--- src/rtl/incr_stream_pkg.sv ---
// Shared constants and helpers for the +1 incrementer stream. The encoder and the
// decoder both import this package so the increment and the frame check stay matched.
package incr_stream_pkg;

  localparam int DEF_DATA_W = 8;
  localparam int DEF_INC    = 1;

  function automatic logic [DEF_DATA_W-1:0] dec_word(input logic [DEF_DATA_W-1:0] data);
    return data - DEF_DATA_W'(DEF_INC);
  endfunction

  // A word is well-formed when valid is high exactly when the encoded data is non-zero.
  function automatic logic frame_ok(input logic valid, input logic [DEF_DATA_W-1:0] data);
    return valid == (data != '0);
  endfunction

endpackage

--- src/rtl/stream_sync_fifo.sv ---
// Show-ahead synchronous FIFO with extra-MSB pointers; a push while full is
// accepted only when a pop frees a slot on the same edge.
module stream_sync_fifo #(
  parameter int DATA_W = 8,
  parameter int DEPTH  = 4
) (
  input  logic                     clk,
  input  logic                     reset,
  input  logic                     push,
  input  logic [DATA_W-1:0]        push_data,
  input  logic                     pop,
  output logic [DATA_W-1:0]        head_data,
  output logic                     empty,
  output logic                     full,
  output logic [$clog2(DEPTH):0]   level
);

  localparam int AW = $clog2(DEPTH);

  logic [DATA_W-1:0] mem_q [DEPTH];
  logic [AW:0]       wptr_q, rptr_q;
  logic              do_push, do_pop;

  always_comb begin
    empty     = (wptr_q == rptr_q);
    full      = (wptr_q[AW] != rptr_q[AW]) && (wptr_q[AW-1:0] == rptr_q[AW-1:0]);
    level     = wptr_q - rptr_q;
    head_data = mem_q[rptr_q[AW-1:0]];
    do_pop    = pop && !empty;
    do_push   = push && (!full || do_pop);
  end

  always_ff @(posedge clk or negedge reset) begin
    if (!reset) begin
      wptr_q <= '0;
      rptr_q <= '0;
    end else begin
      if (do_push) wptr_q <= wptr_q + 1'b1;
      if (do_pop)  rptr_q <= rptr_q + 1'b1;
    end
  end

  // Storage is not reset; the pointers alone define what is valid.
  always_ff @(posedge clk) begin
    if (do_push) mem_q[wptr_q[AW-1:0]] <= push_data;
  end

endmodule

--- src/rtl/incr_stream_decoder.sv ---
// Receive side of the +1 incrementer: capture, frame check, subtract the increment,
// buffer in a show-ahead FIFO and keep drop / protocol-error statistics.
module incr_stream_decoder
  import incr_stream_pkg::*;
#(
  parameter int DATA_W = DEF_DATA_W,
  parameter int INC    = DEF_INC,
  parameter int DEPTH  = 4
) (
  input  logic                   clk,
  input  logic                   reset,
  input  logic [DATA_W-1:0]      enc_data_in,
  input  logic                   enc_valid_in,
  output logic [DATA_W-1:0]      dec_data_out,
  output logic                   dec_valid_out,
  input  logic                   dec_ready_in,
  output logic [$clog2(DEPTH):0] fifo_level,
  output logic [7:0]             drop_count,
  output logic                   overflow_sticky,
  output logic                   protocol_err,
  input  logic                   clear_stats
);

  logic              cap_valid_q, cap_valid_d;
  logic [DATA_W-1:0] cap_data_q, cap_data_d;
  logic [7:0]        drop_count_q, drop_count_d;
  logic              ovf_q, ovf_d;
  logic              err_q, err_d;
  logic              frame_bad, pop, drop;
  logic              fifo_empty, fifo_full;
  logic [DATA_W-1:0] head_data;

  always_comb begin
    frame_bad   = !frame_ok(enc_valid_in, enc_data_in);
    cap_valid_d = enc_valid_in && (enc_data_in != '0);
    cap_data_d  = enc_data_in - DATA_W'(INC);
  end

  always_comb begin
    pop          = !fifo_empty && dec_ready_in;
    drop         = cap_valid_q && fifo_full && !pop;
    drop_count_d = drop_count_q;
    ovf_d        = ovf_q;
    err_d        = err_q;
    // Clear wins over any drop or error that lands on the same edge.
    if (clear_stats) begin
      drop_count_d = '0;
      ovf_d        = 1'b0;
      err_d        = 1'b0;
    end else begin
      if (drop) begin
        if (drop_count_q != 8'hFF) drop_count_d = drop_count_q + 8'd1;
        ovf_d = 1'b1;
      end
      if (frame_bad) err_d = 1'b1;
    end
  end

  always_ff @(posedge clk or negedge reset) begin
    if (!reset) begin
      cap_valid_q  <= 1'b0;
      cap_data_q   <= '0;
      drop_count_q <= '0;
      ovf_q        <= 1'b0;
      err_q        <= 1'b0;
    end else begin
      cap_valid_q  <= cap_valid_d;
      cap_data_q   <= cap_data_d;
      drop_count_q <= drop_count_d;
      ovf_q        <= ovf_d;
      err_q        <= err_d;
    end
  end

  stream_sync_fifo #(
    .DATA_W (DATA_W),
    .DEPTH  (DEPTH)
  ) u_fifo (
    .clk       (clk),
    .reset     (reset),
    .push      (cap_valid_q),
    .push_data (cap_data_q),
    .pop       (pop),
    .head_data (head_data),
    .empty     (fifo_empty),
    .full      (fifo_full),
    .level     (fifo_level)
  );

  always_comb begin
    dec_valid_out   = !fifo_empty;
    dec_data_out    = fifo_empty ? '0 : head_data;
    drop_count      = drop_count_q;
    overflow_sticky = ovf_q;
    protocol_err    = err_q;
  end

endmodule

--- config.mk ---
export PLATFORM = sky130hd
export DESIGN_NAME = incr_stream_decoder
export DESIGN_NICKNAME = d
export VERILOG_FILES = /design/src/rtl/incr_stream_pkg.sv /design/src/rtl/stream_sync_fifo.sv /design/src/rtl/incr_stream_decoder.sv
export SDC_FILE = /design/constraint.sdc
export NUM_CORES = 1
export LEC_CHECK = 0
export CAP_MARGIN = 10
export CORE_MARGIN = 5
export CORE_UTILIZATION = 40
export CTS_CLUSTER_DIAMETER = 200
export DETAILED_ROUTE_END_ITERATION = 8
export PLACE_DENSITY_LB_ADDON = 0.2
export SYNTH_ARGS = -nofsm -noshare
export SYNTH_HDL_FRONTEND = slang
export SYNTH_SLANG_ARGS = --single-unit
--- constraint.sdc ---
create_clock -name clk -period 3.2 [get_ports clk]
set_clock_uncertainty 0.05 [all_clocks]
set_input_delay 0.32 -clock clk [delete_from_list [all_inputs] [get_ports clk]]
set_output_delay 0.32 -clock clk [all_outputs]
set_load 0.02 [all_outputs]
* Word level (Yosys, flattened, before mapping) *
Memory sizes are Yosys's and may differ from the RTL's.
Cells that the tools add are included.

cells by class
  multiplexer cells = 10
  equal/unequal tests = 6
  reduce and logical (&&, ||, !) cells = 15
  add/sub/neg operators = 5

operator list
  cell                                               number
  2-to-1 mux 8 bit                                   4
  adder 8 x 1 -> 8 bit (second input constant)       1
  != test 8 bit (second input constant)              1
  nonzero test 8 bit                                 1
  subtractor 8 x 1 -> 8 bit (second input constant)  1
  logical AND 1 bit                                  7
  adder 3 x 1 -> 3 bit (second input constant)       2
  2-to-1 mux 1 bit                                   6
  nonzero test 2 bit                                 2
  equality test 3 bit                                1
  logical NOT 1 bit                                  3
  subtractor 3 bit                                   1
  equality test 2 bit                                1
  != test 2 bit (second input constant)              1
  AND reduction 2 bit                                1
  equality test 1 bit                                1
  logical OR 1 bit                                   1
  != test 1 bit                                      1

word-level totals
  word-level logic and storage cells = 44
  input bits = 13
  RAM bits = 32
  memories kept = 1
  output and inout bits = 22
  register bits = 25

memories
  memory        words  width  rd ports  clocked after memory_dff  wr ports  RTL line                source
  u_fifo.mem_q  4      8      1         0                         1         stream_sync_fifo.sv:20  logic [DATA_W-1:0] mem_q [DEPTH];

* Logic depth before layout (Yosys ltp) *
  depth after elaboration = 8
  mapped depth = 8

* By module *
Synthesis repeated with hierarchy kept, for this count alone.

second synthesis, totals
  cell total of the unflattened synthesis = 178
  area total of the unflattened synthesis = 2,557.5 um^2

by module, submodules not included
  module               area each (um^2)  times used  cells an instance
  stream_sync_fifo     1,614.0           1           88
  incr_stream_decoder  943.4             1           90

* Least setup slack after synthesis *
No wires, ideal clock.

  path type = register to register
  from = reg u_fifo.rptr_q[1]
  to = reg drop_count_q[2] (netlist: drop_count[2])
  slack = 0.998 ns
  required time = 3.072 ns
  data arrival time = 2.074 ns
  stages on the path, launching flop included = 9
  library setup time = 0.078 ns
  path buffers = 2
  cells stage by stage = dfrtp_1 > clkbuf_1 > inv_1 > ha_1 > and4b_1 > nand2_2 > buf_6 > or4_1 > a21oi_1

on the way
  longest elaborated chain between the ends = 7
  elaborated cells between the ends (all ways) = 10

ends and longest elaborated chain
  what                               RTL line                   source
  from (decl)                        stream_sync_fifo.sv:21     logic [AW:0] wptr_q, rptr_q;
  from (signal assigned)             stream_sync_fifo.sv:39     if (do_pop) rptr_q <= rptr_q + 1'b1;
  equality test 3 bit                stream_sync_fifo.sv:25     empty = (wptr_q == rptr_q);
  logical NOT 1 bit                  incr_stream_decoder.sv:40  pop = !fifo_empty && dec_ready_in;
  logical AND 1 bit                  incr_stream_decoder.sv:40
  logical NOT 1 bit                  incr_stream_decoder.sv:41  drop = cap_valid_q && fifo_full && !pop;
  logical AND 1 bit (*)              incr_stream_decoder.sv:41
  nonzero test 2 bit (no line) (*)   n/a
  AND reduction 2 bit (no line) (*)  n/a
  to (signal assigned)               incr_stream_decoder.sv:69  drop_count_q <= drop_count_d;
  to (decl)                          incr_stream_decoder.sv:26  logic [7:0] drop_count_q, drop_count_d;

Every way passes the cells marked *; elsewhere a longest branch is shown, timed or not.
A chain may end at the register's enable or synchronous reset.

* Worst setup path in the final report *
  from = reg u_fifo.rptr_q[0]
  to = out dec_data_out[5]

on the way
  longest elaborated chain between the ends = 2
  elaborated cells between the ends (all ways) = 3

ends and longest elaborated chain
  what                                                              RTL line                   source
  memory (4 x 8 bit) / equality test 3 bit (equally long branches)  n/a
  2-to-1 mux 8 bit (*)                                              incr_stream_decoder.sv:92  dec_data_out = fifo_empty ? '0 : head_data;
  to (decl)                                                         incr_stream_decoder.sv:14  output logic [DATA_W-1:0] dec_data_out,

Marks and branches as above.

==> metrics.log <==
INFO  metric die_height = a little under 90 um
INFO  metric syn-mean-instance-area = 14.5 um^2
INFO  metric detail_route.wl_per_cell = 16.0 um
INFO  metric floorplan.initialDensity = 0.405
INFO  metric cts_tree = yes
INFO  metric post-cts-setup-buffer-count = 0
INFO  metric slew_headroom = 0.645
INFO  metric drtIter0Drc = 50
INFO  metric start_kind = register
INFO  metric grt_pass1_wl = 7.80 mm
INFO  metric place.port_buffers = 34
INFO  metric cpMaxStageDelayCell = sky130_fd_sc_hd__clkdlybuf4s50_1
INFO  metric core_area = about 6200 um^2
INFO  metric finalNetCount = 241
INFO  metric final_weighted_congestion_in_routability_driven_placement = 0.819
INFO  metric synth.net_count = 199
INFO  metric fin_total_pwr = about 3.0 mW
INFO  metric setup.worst_path.class = reg2out
INFO  metric global_route.overflow_total = 0
INFO  metric asyncSetResetFlopFracSynth = 0.439
INFO  metric clock-root-buffer = sky130_fd_sc_hd__clkbuf_8
INFO  metric area.growth.synth_to_final = 25.5%
INFO  metric postSynthCellCount = 174
INFO  metric die_w = 89.5 um
INFO  metric timing.critical_path.fanout_max = 11
INFO  metric synth_seq_cells = 57
INFO  metric cts_max_level = 3
INFO  metric rows = 29
INFO  metric required = 2.83 ns
INFO  metric clkSlewWorstSetupHoldPaths = 0.07 ns
INFO  metric nFillCells = 534
INFO  metric grt_setup_unrepaired = no
INFO  metric via_density_per_instance = 5.00
INFO  metric worstSkewPairLatency = approximately 0.32 ns
INFO  metric grt_pass1_vias = 1,572
INFO  metric grt_max_degree = 26
INFO  metric floorplan.io_pins = 35
INFO  metric drive_gt1_frac = 0.136
INFO  metric fraction_of_the_cycle_the_final_worst_path_needs = 0.856
INFO  metric wirelength = 4.76 mm
INFO  metric sum_of_negative_setup_slack = 0 ns
INFO  metric place.detailed.hpwl = 3.31 mm
INFO  metric layout_commonest_cell = sky130_fd_sc_hd__clkdlybuf4s50_1
INFO  metric floorplan.die_area = 8010 um^2
INFO  metric final_instance_area = 3170 um^2
INFO  metric antenna_cells = 0
INFO  metric syn-cell-area = 2530 um^2
INFO  metric post_dp_cell_area = between 2000 and 3000 um^2
INFO  metric finalHoldViolations = 0
INFO  metric critical_path_cell_list = ha_1 > nand3_1 > and2_1 > clkdlybuf4s50_1
INFO  metric cts.path.max_buffers = 2
INFO  metric post-synth-top-area-cell = sky130_fd_sc_hd__edfxtp_1
INFO  metric detail_route.first_pass.iterations = 4
INFO  metric outcome = completed
INFO  metric post-route-min-period = 2.74 ns
INFO  metric fmaxAchievable = 365 MHz
INFO  metric synth_area_leaders = sky130_fd_sc_hd__edfxtp_1 38%, sky130_fd_sc_hd__dfrtp_1 25%, sky130_fd_sc_hd__mux4_2 7.1%
INFO  metric antenna_found_initial = 0
INFO  metric vias = about 1.5k
INFO  metric seq_total_area_yosys = 0.628
INFO  metric postCtsHoldBufs = 0
INFO  metric cts-buffers-inserted = 9
INFO  metric arrival = approximately 2.4 ns
INFO  metric hp-class = in2async
INFO  metric p_leak = 1.21 nW
INFO  metric synth_enable_flop_cells = 32
INFO  metric dominantRegCellSynth = sky130_fd_sc_hd__edfxtp_1
INFO  metric drc = 0
INFO  metric cts_sinks = 57
INFO  metric finalSetupViolCount = 0
INFO  metric cts-resized-gates = 0
INFO  metric ys.warnings.count = 0
INFO  metric report.final.slew_viol_count = 0
INFO  metric pwr_density_cell = just over 900 nW/um^2
INFO  metric most-common-layout-cells = 34 x sky130_fd_sc_hd__clkdlybuf4s50_1, 32 x sky130_fd_sc_hd__edfxtp_1, 25 x sky130_fd_sc_hd__dfrtp_1, 12 x sky130_fd_sc_hd__and2_1, 11 x sky130_fd_sc_hd__ha_1
INFO  metric gr-usage-all-layers = 0.137
INFO  metric critical_path.max_stage_delay = 0.60 ns
INFO  metric maxCapViolations = 0
INFO  metric endpoint_kind = primary output
INFO  metric synth_cell_type_count = 36
INFO  metric number_of_nets_with_antenna_violations_after_routing = 0
INFO  metric worst_ir_drop_vdd = 0.882 mV
INFO  metric synthDominantCellAreaShare = 0.380
INFO  metric max_slew.worst_pin.slew = ~0.53 ns
[critical path, delay by kind of cell (launching register included)]
kind,cells,cell delay (ns)
flops,1,0.49
simple gates,2,0.55
fa+ha+maj,1,0.40
buf+inv,1,0.60
[cell type report]
cell class                 count  area (um^2)  share of cell area
clock inverter                 6         81.3              0.0256
inverter                      10         37.5              0.0118
clock buffer                  10          138              0.0434
multi-input combinational    101          871               0.274
timing repair buffer          37          363               0.114
tap                           77         96.3              0.0304
sequential                    57         1590               0.500
[flip-flops by register name, summed over array words and instances, names as in the netlist]
register / cells
overflow_sticky: 1
cap_data_q: 8
u_fifo.rptr_q: 3
drop_count: 8
cap_valid_q: 1
u_fifo.mem_q: 32
u_fifo.wptr_q: 3
protocol_err: 1
[path summary, 6_finish.rpt]
path                                              startpoint                      endpoint  slack [ns]  depth (start not counted)
worst max register to register  u_fifo.rptr_q[0]$_DFFE_PN0P_     drop_count[4]$_DFFE_PN0P_        1.06                          5
min in group clk                     cap_data_q[5]$_DFF_PN0_  u_fifo.mem_q[0][5]$_DFFE_PP_        0.44                          0
worst min-delay path                                   reset  u_fifo.wptr_q[1]$_DFFE_PN0P_        0.31                          2
worst min register to register       cap_data_q[5]$_DFF_PN0_  u_fifo.mem_q[0][5]$_DFFE_PP_        0.44                          0
max in group asynchronous                              reset       cap_data_q[2]$_DFF_PN0_        2.53                          2
worst max-delay path            u_fifo.rptr_q[0]$_DFFE_PN0P_               dec_data_out[5]        0.46                          4
[cells by family (layout without fill, tap and decap cells)]
group,after synthesis,after routing,synth area share
mux,10,10,0.0802
compound gates,15,15,0.0361
buf+inv,16,63,0.0277
simple gates,51,51,0.121
fa+ha+maj,12,12,0.0624
xor+xnor,13,13,0.0450
flops,57,57,0.628
[synth_stat cells, drive strengths merged (2+ instances only)]
cell type	instances
a21oi	6
and2	13
and4	2
buf	3
clkbuf	3
dfrtp	25
edfxtp	32
ha	11
inv	10
mux2	2
mux4	8
nand2	7
nand3	5
nor2	7
nor3	3
nor4b	2
o21ai	3
o31ai	3
or4	5
xnor2	6
xor2	7
[through the flow]
stage | utilization | instances | hold slack (ns) | worst slack, ns
after floorplan | - | 174 | -0.0256 | 0.998
after detailed placement | 0.473 | 282 | 0.433 | 0.666
after global placement | 0.473 | 282 | 0.416 | 0.707
after CTS | 0.508 | 298 | 0.316 | 0.367
after global routing | 0.508 | 298 | 0.340 | 0.275
final | 0.508 | 298 | 0.312 | 0.461
[routing by layer]
metal	routed length, um	share of wire	track usage
met5	0	0	0
met4	92	0.019	0.0771
met3	225	0.047	0.0378
met2	2300	0.48	0.219
met1	2140	0.45	0.168
[where the power goes]
part	switching, mW	internal (mW)
combinational	0.623	0.601
sequential	0.0839	0.931
clock	0.271	0.454
(Power assumes the default switching activity.)
